### config.mk
export PLATFORM = sky130hd
export DESIGN_NAME = ssd1351_spi_sink
export DESIGN_NICKNAME = d
export VERILOG_FILES = /design/src/rtl/ssd1351_spi_sink.sv
export SDC_FILE = /design/constraint.sdc
export NUM_CORES = 1
export LEC_CHECK = 0
export CAP_MARGIN = 20
export CELL_PAD_IN_SITES_DETAIL_PLACEMENT = 0
export CELL_PAD_IN_SITES_GLOBAL_PLACEMENT = 1
export CORE_ASPECT_RATIO = 1.4
export CORE_UTILIZATION = 45
export CTS_CLUSTER_SIZE = 16
export DETAILED_ROUTE_END_ITERATION = 6
export PLACE_DENSITY = 0.81
export REMOVE_ABC_BUFFERS = 1
export SLEW_MARGIN = 20
export SYNTH_ARGS = -nofsm -noshare
export SYNTH_HDL_FRONTEND = slang
export SYNTH_SLANG_ARGS = --single-unit
### constraint.sdc
create_clock -name clk -period 5.4 [get_ports clk]
set_clock_uncertainty 0.2 [all_clocks]
set_input_delay 0.54 -clock clk [delete_from_list [all_inputs] [get_ports clk]]
set_output_delay 0.54 -clock clk [all_outputs]
set_load 0.005 [all_outputs]
### src/rtl/ssd1351_spi_sink.sv
// SSD1351 4-wire SPI receiver: deserialises D/C-qualified bytes, tracks the
// column/row window and emits one strobe per completed RGB565 pixel.
module ssd1351_spi_sink #(
  parameter int c_x_size = 128,
  parameter int c_y_size = 128
) (
  input  logic        clk,
  input  logic        rst,
  input  logic        spi_csn,
  input  logic        spi_clk,
  input  logic        spi_mosi,
  input  logic        spi_dc,
  input  logic        spi_resn,
  output logic        byte_valid,
  output logic [7:0]  byte_data,
  output logic        byte_dc,
  output logic        pix_valid,
  output logic [6:0]  pix_x,
  output logic [6:0]  pix_y,
  output logic [15:0] pix_color
);

  localparam int XW = (c_x_size > 1) ? $clog2(c_x_size) : 1;
  localparam int YW = (c_y_size > 1) ? $clog2(c_y_size) : 1;
  localparam logic [XW-1:0] X_LAST = XW'(c_x_size - 1);
  localparam logic [YW-1:0] Y_LAST = YW'(c_y_size - 1);

  typedef enum logic [2:0] {
    IDLE, CADDR0, CADDR1, RADDR0, RADDR1, WRAM, SKIP
  } state_t;

  state_t          state_q, state_d;
  logic            sclk_q, sclk_d;
  logic [2:0]      bit_cnt_q, bit_cnt_d;
  logic [6:0]      sr_q, sr_d;
  logic            byte_valid_q, byte_valid_d;
  logic [7:0]      byte_data_q, byte_data_d;
  logic            byte_dc_q, byte_dc_d;
  logic            phase_q, phase_d;
  logic [7:0]      pix_hi_q, pix_hi_d;
  logic [XW-1:0]   col_start_q, col_start_d, col_end_q, col_end_d, col_ptr_q, col_ptr_d;
  logic [YW-1:0]   row_start_q, row_start_d, row_end_q, row_end_d, row_ptr_q, row_ptr_d;
  logic            pix_valid_q, pix_valid_d;
  logic [6:0]      pix_x_q, pix_x_d, pix_y_q, pix_y_d;
  logic [15:0]     pix_color_q, pix_color_d;

  logic rise;
  logic byte_go;

  // Panel reset suppresses both edge capture and byte decode in the same cycle.
  assign rise    = spi_clk & ~sclk_q & ~spi_csn & spi_resn;
  assign byte_go = byte_valid_q & spi_resn;

  always_comb begin
    state_d      = state_q;
    sclk_d       = spi_clk;
    bit_cnt_d    = bit_cnt_q;
    sr_d         = sr_q;
    byte_valid_d = 1'b0;
    byte_data_d  = byte_data_q;
    byte_dc_d    = byte_dc_q;
    phase_d      = phase_q;
    pix_hi_d     = pix_hi_q;
    col_start_d  = col_start_q;
    col_end_d    = col_end_q;
    col_ptr_d    = col_ptr_q;
    row_start_d  = row_start_q;
    row_end_d    = row_end_q;
    row_ptr_d    = row_ptr_q;
    pix_valid_d  = 1'b0;
    pix_x_d      = pix_x_q;
    pix_y_d      = pix_y_q;
    pix_color_d  = pix_color_q;

    if (spi_csn) begin
      bit_cnt_d = 3'd0;
    end else if (rise) begin
      sr_d      = {sr_q[5:0], spi_mosi};
      bit_cnt_d = bit_cnt_q + 3'd1;
      if (bit_cnt_q == 3'd7) begin
        byte_valid_d = 1'b1;
        byte_data_d  = {sr_q, spi_mosi};
        byte_dc_d    = spi_dc;
      end
    end

    if (byte_go) begin
      if (!byte_dc_q) begin
        phase_d = 1'b0;
        case (byte_data_q)
          8'h15:   state_d = CADDR0;
          8'h75:   state_d = RADDR0;
          8'h5C: begin
            state_d   = WRAM;
            col_ptr_d = col_start_q;
            row_ptr_d = row_start_q;
          end
          default: state_d = SKIP;
        endcase
      end else begin
        case (state_q)
          CADDR0: begin
            col_start_d = byte_data_q[XW-1:0];
            state_d     = CADDR1;
          end
          CADDR1: begin
            col_end_d = byte_data_q[XW-1:0];
            col_ptr_d = col_start_q;
            state_d   = SKIP;
          end
          RADDR0: begin
            row_start_d = byte_data_q[YW-1:0];
            state_d     = RADDR1;
          end
          RADDR1: begin
            row_end_d = byte_data_q[YW-1:0];
            row_ptr_d = row_start_q;
            state_d   = SKIP;
          end
          WRAM: begin
            if (!phase_q) begin
              pix_hi_d = byte_data_q;
              phase_d  = 1'b1;
            end else begin
              phase_d     = 1'b0;
              pix_valid_d = 1'b1;
              pix_x_d     = 7'(col_ptr_q);
              pix_y_d     = 7'(row_ptr_q);
              pix_color_d = {pix_hi_q, byte_data_q};
              // Column runs first; reaching col_end wraps it and steps the row.
              if (col_ptr_q == col_end_q) begin
                col_ptr_d = col_start_q;
                row_ptr_d = (row_ptr_q == row_end_q) ? row_start_q : row_ptr_q + YW'(1);
              end else begin
                col_ptr_d = col_ptr_q + XW'(1);
              end
            end
          end
          default: ;
        endcase
      end
    end

    if (!spi_resn) begin
      state_d     = IDLE;
      bit_cnt_d   = 3'd0;
      sr_d        = 7'd0;
      phase_d     = 1'b0;
      col_start_d = '0;
      col_end_d   = X_LAST;
      col_ptr_d   = '0;
      row_start_d = '0;
      row_end_d   = Y_LAST;
      row_ptr_d   = '0;
    end
  end

  always_ff @(posedge clk or negedge rst) begin
    if (!rst) begin
      state_q      <= IDLE;
      sclk_q       <= 1'b0;
      bit_cnt_q    <= 3'd0;
      sr_q         <= 7'd0;
      byte_valid_q <= 1'b0;
      byte_data_q  <= 8'd0;
      byte_dc_q    <= 1'b0;
      phase_q      <= 1'b0;
      pix_hi_q     <= 8'd0;
      col_start_q  <= '0;
      col_end_q    <= X_LAST;
      col_ptr_q    <= '0;
      row_start_q  <= '0;
      row_end_q    <= Y_LAST;
      row_ptr_q    <= '0;
      pix_valid_q  <= 1'b0;
      pix_x_q      <= 7'd0;
      pix_y_q      <= 7'd0;
      pix_color_q  <= 16'd0;
    end else begin
      state_q      <= state_d;
      sclk_q       <= sclk_d;
      bit_cnt_q    <= bit_cnt_d;
      sr_q         <= sr_d;
      byte_valid_q <= byte_valid_d;
      byte_data_q  <= byte_data_d;
      byte_dc_q    <= byte_dc_d;
      phase_q      <= phase_d;
      pix_hi_q     <= pix_hi_d;
      col_start_q  <= col_start_d;
      col_end_q    <= col_end_d;
      col_ptr_q    <= col_ptr_d;
      row_start_q  <= row_start_d;
      row_end_q    <= row_end_d;
      row_ptr_q    <= row_ptr_d;
      pix_valid_q  <= pix_valid_d;
      pix_x_q      <= pix_x_d;
      pix_y_q      <= pix_y_d;
      pix_color_q  <= pix_color_d;
    end
  end

  assign byte_valid = byte_valid_q;
  assign byte_data  = byte_data_q;
  assign byte_dc    = byte_dc_q;
  assign pix_valid  = pix_valid_q;
  assign pix_x      = pix_x_q;
  assign pix_y      = pix_y_q;
  assign pix_color  = pix_color_q;

endmodule

==> summary.md, run 1 <==
| Metric | Value |
|---|---|
| Outcome | `finished, final reports clean` |
| Initial antenna violation count | `0` |
| Crit path required time | `5.43 ns` |
| # hold bufs at CTS | `0` |
| Netlist cell types | `55` |
| Initial Util | `about 46%` |
| Layout area overhead | `16.3%` |
| Multi-input gate area | `about 2200 sq um` |
| RePlAce Congestion | `0.799` |
| Pin slew with the least headroom to its limit | `approximately 0.84 ns` |
| CP max stage delay | `0.86 ns` |
| Setup_tns | `0 ns` |
| Vias in the first global route | `3481` |
| HPWL Detailed | `between 7000 and 8000 um` |
| Crit path kind | `input pin to register` |
| DRC | `0` |
| Clock Latency Late Sink | `0.34 ns` |
| Comb power frac | `4.7%` |
| Max IR drop VDD | `0.164 mV` |
| Number of top-level pins | `48` |
| Psw | `348 uW` |
| Core Footprint | `10900 sq um` |
| Mean routed wirelength per cell | `16.9 um` |
| Crit Path Max Fanout | `33` |
| DRT Wirelength | `between 10000 and 15000 um` |
| GR Util All Layers | `about 20%` |
| LEAKAGE | `between 2 and 2.5 nW` |
| Leading area contributor after synthesis | `dfrtp_1` |
| Placed cell count | `between 600 and 700` |
| Fmax achieved | `337 MHz` |
| Startpoint types | `input pin` |
| Async S/R FF share, synth | `between 90% and 100%` |
| Pwr/cell area | `263 nW/um^2` |
| Die W | `91.7 um` |
| Synth top area cells | `dfrtp_1 (45%), mux2_2 (14%), dfstp_2 (7.3%), nand2_1 (3.5%), o21ai_0 (3.0%)` |
| Max stage delay cell, worst path | `clkdlybuf4s50_1` |
| ANT cells | `0` |
| Htree depth | `3` |
| Final setup vio count | `0` |
| Overflow after GRT | `0` |
| Max Cap Viol | `0` |
| Post-Layout Cell Count | `620` |
| Commonest cells after routing, fill and taps aside | `dfrtp_1 (92), mux2_2 (61), nand2_1 (47)` |
| First-pass DRT Iterations | `4` |
| Register share of total power | `53.2%` |
| Top FF cell, synth | `dfrtp_1` |
| Post-synth EDFFs | `0` |
| RSZ-0062 raised after global routing | `false` |
| Most common cell after layout, fill and taps aside | `dfrtp_1` |
| Inserted Clock Buffers | `9` |
| Fin crit period | `between 2 and 3 ns` |
| Antenna-violating nets left | `0` |
| First-pass GRT wire length | `17600 um` |
| Synth Area per Inst | `11.5 sq um` |
| CTS root buf | `clkbuf_16` |
| Hold slack | `0.0654 ns` |
| Vias/cell | `5.49` |
| Switching Share | `between 20% and 30%` |
| CP Cell Sequence | `clkdlybuf4s50_1 -> buf_4 -> nand2_1 -> nor4b_4 -> mux2_2` |
| Period utilization | `54.9%` |
| Critical path endpoint category | `register` |
| Fin. max-slew vios | `0` |
| Final Net Count | `485` |
| Cell count after synthesis | `439` |
| Largest net degree at the start of global routing | `64` |
| Height of the die | `128 um` |
| Post-CTS setup buffers | `0` |
| Clock power share | `42.2%` |
| Max transition margin | `roughly 44%` |
| CTS tree | `yes` |
| Yosys warnings | `0` |
| Number of clock sinks | `~110` |
| PostCTS Resize Cnt | `0` |
| # fillers | `between 900 and 1000` |
| PortBufs | `47` |
| Hold crit path type | `input pin to async pin` |
| Share of the yosys chip area belonging to registers | `52.7%` |
| DRT iter0 DRCs | `184` |
| Synthesized area | `around 5100 sq um` |
| Register area | `2670 sq um` |
| Layout cell share with drive strength beyond 1 | `22.8%` |
| WP data arrival | `3.00 ns` |
| Worst-case clock buffer depth | `2` |
| Seq cells post-synth | `106` |
| # rows | `between 40 and 50` |
| Clock transition at path regs | `approximately 0.070 ns` |
| Final hold vios | `0` |
| Yosys top cell area share | `between 40% and 50%` |
| Vias | `3401` |
| Internal | `1.20 mW` |
| Die footprint | `11700 sq um` |
[synth_stat cells (all sizes together) (2+ instances only)]
master    n
nand3b    3
dfstp    14
or2       2
a21oi    12
mux2     61
xnor2    11
dfrtp    92
o211ai    5
o21ai    33
a31oi     2
mux2i    13
nor2     16
nor3      2
nand2    48
o22ai     5
nand2b   14
a21boi    5
o2bb2a    2
o31ai     2
nor2b     2
o21a      2
buf      19
nand3    21
xor2     10
a21o      2
nand4bb   2
ha        4
inv      10
a2bb2oi   2
clkbuf    7
[worst max-delay path, delay by kind of cell]
family / cells / cell delay [ns]
AND/OR/NAND/NOR: 2 / 0.74
multiplexers: 1 / 0.40
buffers and inverters: 2 / 1.30
[registers in the layout, summed over array words and instances, names as in the netlist]
| register | flops |
|---|---|
| row_end_q | 7 |
| pix_hi_q | 8 |
| row_start_q | 7 |
| sclk_q | 1 |
| col_end_q | 7 |
| byte_valid | 1 |
| state_q | 3 |
| col_ptr_q | 7 |
| pix_valid | 1 |
| pix_color | 16 |
| pix_y | 7 |
| sr_q | 7 |
| pix_x | 7 |
| bit_cnt_q | 3 |
| byte_data | 8 |
| row_ptr_q | 7 |
| byte_dc | 1 |
| col_start_q | 7 |
| phase_q | 1 |
[area by class of cell]
class,count,share of cell area (%)
tap,141,2.99
clock buffer,9,3.82
multi-input combinational,297,37.6
clock inverter,7,1.30
inverter,10,0.637
timing repair buffer,50,8.32
sequential,106,45.3
[metrics by stage]
step / instance area (sq um) / utilization (%) / setup slack, ns / power [mW]
finish: 5890 / 53.9 / 2.44 / 1.55
global route: 5890 / 53.9 / 2.33 / 1.61
CTS: 5890 / 53.9 / 2.46 / 1.57
floorplan: 4920 / - / 2.55 / 0.875
global placement: 5590 / 51.2 / 2.16 / 0.911
detailed placement: 5590 / 51.2 / 2.09 / 0.913
[routing by layer]
metal / share of wire (%) / up-vias / GRT usage, %
li1: - / 1606 / -
met1: 42 / 1708 / 24.2
met2: 52 / 72 / 33.1
met3: 4.1 / 15 / 3.99
met4: 2.3 / 0 / 8.59
met5: 0 / - / 0
[power by group through the flow]
stage | logic (mW) | registers, mW | clock network (mW)
finish | 0.0721 | 0.824 | 0.654
global route | 0.0814 | 0.826 | 0.701
CTS | 0.0739 | 0.824 | 0.676
detailed placement | 0.0740 | 0.839 | 0
global placement | 0.0717 | 0.839 | 0
floorplan | 0.0393 | 0.836 | 0
[path summary, 6_finish.rpt]
kind                           startpoint             end  slack (ns)  cells after the start
max in group asynchronous             rst    byte_data[1]        3.89                      2
setup / recovery                 spi_resn     pix_hi_q[1]        2.44                      5
hold / removal                        rst    row_ptr_q[5]        0.07                      1
min in group clk           col_start_q[0]  col_start_q[0]        0.28                      2
hold reg to reg            col_start_q[0]  col_start_q[0]        0.28                      2
setup reg to reg                  byte_dc    pix_color[2]        2.82                      4
[logic make-up after synthesis]
logic type	after synthesis	share of synthesized area (%)
XOR/XNOR	21	3.63
flip-flops	106	52.7
buffers and inverters	36	3.58
multiplexers	74	16.1
AO/OA/AOI/OAI	80	11.0
AND/OR/NAND/NOR	118	11.9
adder cells (fa/ha/maj)	4	0.988
(Power assumes the default switching activity.)
==> inputs of run 2 (changes only) <==
==> constraint.sdc (replaced) <==
create_clock -name clk -period 3.09 [get_ports clk]
set_clock_uncertainty 0.2 [all_clocks]
set_input_delay 0.309 -clock clk [delete_from_list [all_inputs] [get_ports clk]]
set_output_delay 0.309 -clock clk [all_outputs]
set_load 0.005 [all_outputs]
==> run 2 against run 1 <==
Highest routed layer unchanged. Die area did not move. Largest power group unchanged. Utilization rose by 0.79 points. Final area rose by 1.5%. Critical endpoint is now row_ptr_q[0]. Critical path depth did not move. First-iteration DRC count rose by 3.8%. Non-clock buffer count rose by 14. Combinational power rose by 84%. Final cell count rose by 2.3%. Via count rose by 1.2%. Flip-flop and latch count did not move. Sequential share of layout area fell by 0.65 points. Total power rose by 70%.
==> summary.md, run 2 (same netlist as run 1, synthesis figures left out) <==
| Metric | Value |
|---|---|
| Clock transition at path regs | `0.07 ns (about the same)` |
| Antenna-violating nets left | `0 (unchanged)` |
| Worst Hold Depth | `1` |
| Flop-to-flop setup slack | `0.71 ns (-2.11 ns)` |
| Met2 routed WL | `5230 um (-3.5%)` |
| Pin slew with the least headroom to its limit | `0.767 ns (-0.0710 ns)` |
| Power Total | `2.64 mW (+70%)` |
| Height of the die | `128 um (unchanged)` |
| Post-CTS setup buffers | `0 (unchanged)` |
| Fin crit period | `2.38 ns` |
| Max IR drop VDD | `0.290 mV (+77%)` |
| Period utilization | `77.2%` |
| Vias/cell | `5.43 (-1.1%)` |
| Inserted Clock Buffers | `9 (unchanged)` |
| Clock Latency Late Sink | `0.34 ns (about the same)` |
| First-pass GRT wire length | `17900 um (+1.6%)` |
| ANT cells | `0 (unchanged)` |
| Critical path endpoint category | `register` |
| Met3 wire len | `382 um (-11%)` |
| Clock power share | `40.3% (-1.9 points)` |
| LEAKAGE | `2.56 nW (+2.5%)` |
| Initial Util | `46.4% (unchanged)` |
| HPWL Detailed | `7430 um (+4.7%)` |
| Layout area overhead | `18.0%` |
| Number of top-level pins | `48 (unchanged)` |
| Fin. max-slew vios | `0 (unchanged)` |
| Crit path kind | `register to register` |
| Number of clock sinks | `106 (unchanged)` |
| Crit Path Max Fanout | `15 (-55%)` |
| Outcome | `finished, final reports clean` |
| Die W | `91.7 um (unchanged)` |
| Htree depth | `3 (unchanged)` |
| Core Footprint | `10900 sq um (unchanged)` |
| Commonest cells after routing, fill and taps aside | `dfrtp_1 (92), mux2_2 (61), nand2_1 (47)` |
| Max transition margin | `48.5% (+4.4 points)` |
| Cell Area, Placed | `5690 sq um (+1.7%)` |
| Largest net degree at the start of global routing | `54 (-16%)` |
| DRT iter0 DRCs | `191 (+3.8%)` |
| RSZ-0062 raised after global routing | `false` |
| Overflow after GRT | `0 (unchanged)` |
| DRT Wirelength | `10500 um (+0.45%)` |
| Internal | `2.03 mW (+68%)` |
| Worst Hold Path EP | `sclk_q` |
| Design Area, Final | `5980 sq um (+1.5%)` |
| Final hold vios | `0 (unchanged)` |
| Layout cell share with drive strength beyond 1 | `24.7% (+2.0 points)` |
| Hold crit path type | `input pin to register` |
| Setup_tns | `0 ns (unchanged)` |
| Final Net Count | `499 (+2.9%)` |
| # hold bufs at CTS | `1 (+1)` |
| Initial antenna violation count | `0 (unchanged)` |
| WP data arrival | `2.44 ns (-0.56 ns)` |
| Max Cap Viol | `0 (unchanged)` |
| Fmax achieved | `419 MHz` |
| Crit path required time | `3.15 ns (-2.28 ns)` |
| Startpoint types | `register` |
| CTS tree | `yes` |
| Top sig layer | `met4` |
| # rows | `45 (unchanged)` |
| Psw | `611 uW (+76%)` |
| Worst r2r src | `byte_dc` |
| Reg2reg path depth | `5 (+1)` |
| Switching Share | `23.2% (+0.74 points)` |
| CP startpoint | `byte_dc` |
| Vias in the first global route | `3513 (+0.92%)` |
| Most common cell after layout, fill and taps aside | `dfrtp_1` |
| PortBufs | `47 (unchanged)` |
| Final setup vio count | `0 (unchanged)` |
| Die footprint | `11700 sq um (unchanged)` |
| Mean routed wirelength per cell | `16.6 um (-1.8%)` |
| Met1 WL | `4610 um (+4.5%)` |
| Pwr/cell area | `441 nW/um^2 (+68%)` |
| Worst-case clock buffer depth | `2 (unchanged)` |
| Comb power frac | `5.1% (+0.4 points)` |
| CTS root buf | `clkbuf_16` |
| R2R Path End | `row_ptr_q[0]` |
| DRC | `0 (unchanged)` |
| GR Util All Layers | `19.6% (+0.057 points)` |
| Vias | `3441 (+1.2%)` |
| Largest register FFs | `16 (unchanged)` |
| First-pass DRT Iterations | `4 (unchanged)` |
| Final Util | `54.7% (+0.79 points)` |
| Hold Crit Start | `spi_clk` |
| Register share of total power | `54.6% (+1.4 points)` |
| RePlAce Congestion | `0.854 (+6.8%)` |
| PostCTS Resize Cnt | `0 (unchanged)` |
## run 2: layout make-up
class / instances / area (sq um)
multi-input cells: 297 / 2220
repair buffers: 64 / 598
clock buffers: 9 / 225
fillers: 946 / 4940
clock inverters: 7 / 55.1
flip-flops and latches: 106 / 2670
well taps: 141 / 176
inverters: 10 / 37.5
## run 2: power groups by stage
stage | Clock [mW] | Combinational (mW) | Sequential [mW]
finish | 1.06 | 0.133 | 1.44
global route | 1.15 | 0.150 | 1.44
global placement | 0 | 0.130 | 1.47
CTS | 1.10 | 0.136 | 1.44
floorplan | 0 | 0.0687 | 1.46
detailed placement | 0 | 0.134 | 1.47
## run 2: worst max-delay path, stage by stage, from the launching register on
cell and delay (ns):
dfrtp_1 0.64, and4_1 0.38, o41a_1 0.60, buf_4 0.25, a2bb2oi_1 0.07, o211ai_1 0.17
## run 2: worst max-delay path by stage
stage / end / cells past startpoint
CTS: row_ptr_q[0] / 5
floorplan: pix_color[0] / 3
global placement: pix_hi_q[1] / 4
global route: row_ptr_q[0] / 5
detailed placement: pix_hi_q[5] / 4
finish: row_ptr_q[0] / 5
## run 2: routing by layer
metal | track usage [%] | up-vias
met5 | 0 | -
met2 | 32.3 | 67
met3 | 3.15 | 20
met1 | 25.6 | 1713
met4 | 8.59 | 0
li1 | - | 1641
## run 2: metrics by stage
stage	std cells	worst slack, ns	hold slack [ns]
after global routing	634	0.562	0.240
after detailed placement	617	0.618	0.193
after global placement	617	0.704	0.179
after CTS	634	0.686	0.228
final	634	0.706	0.239
after floorplan	413	0.236	-0.187
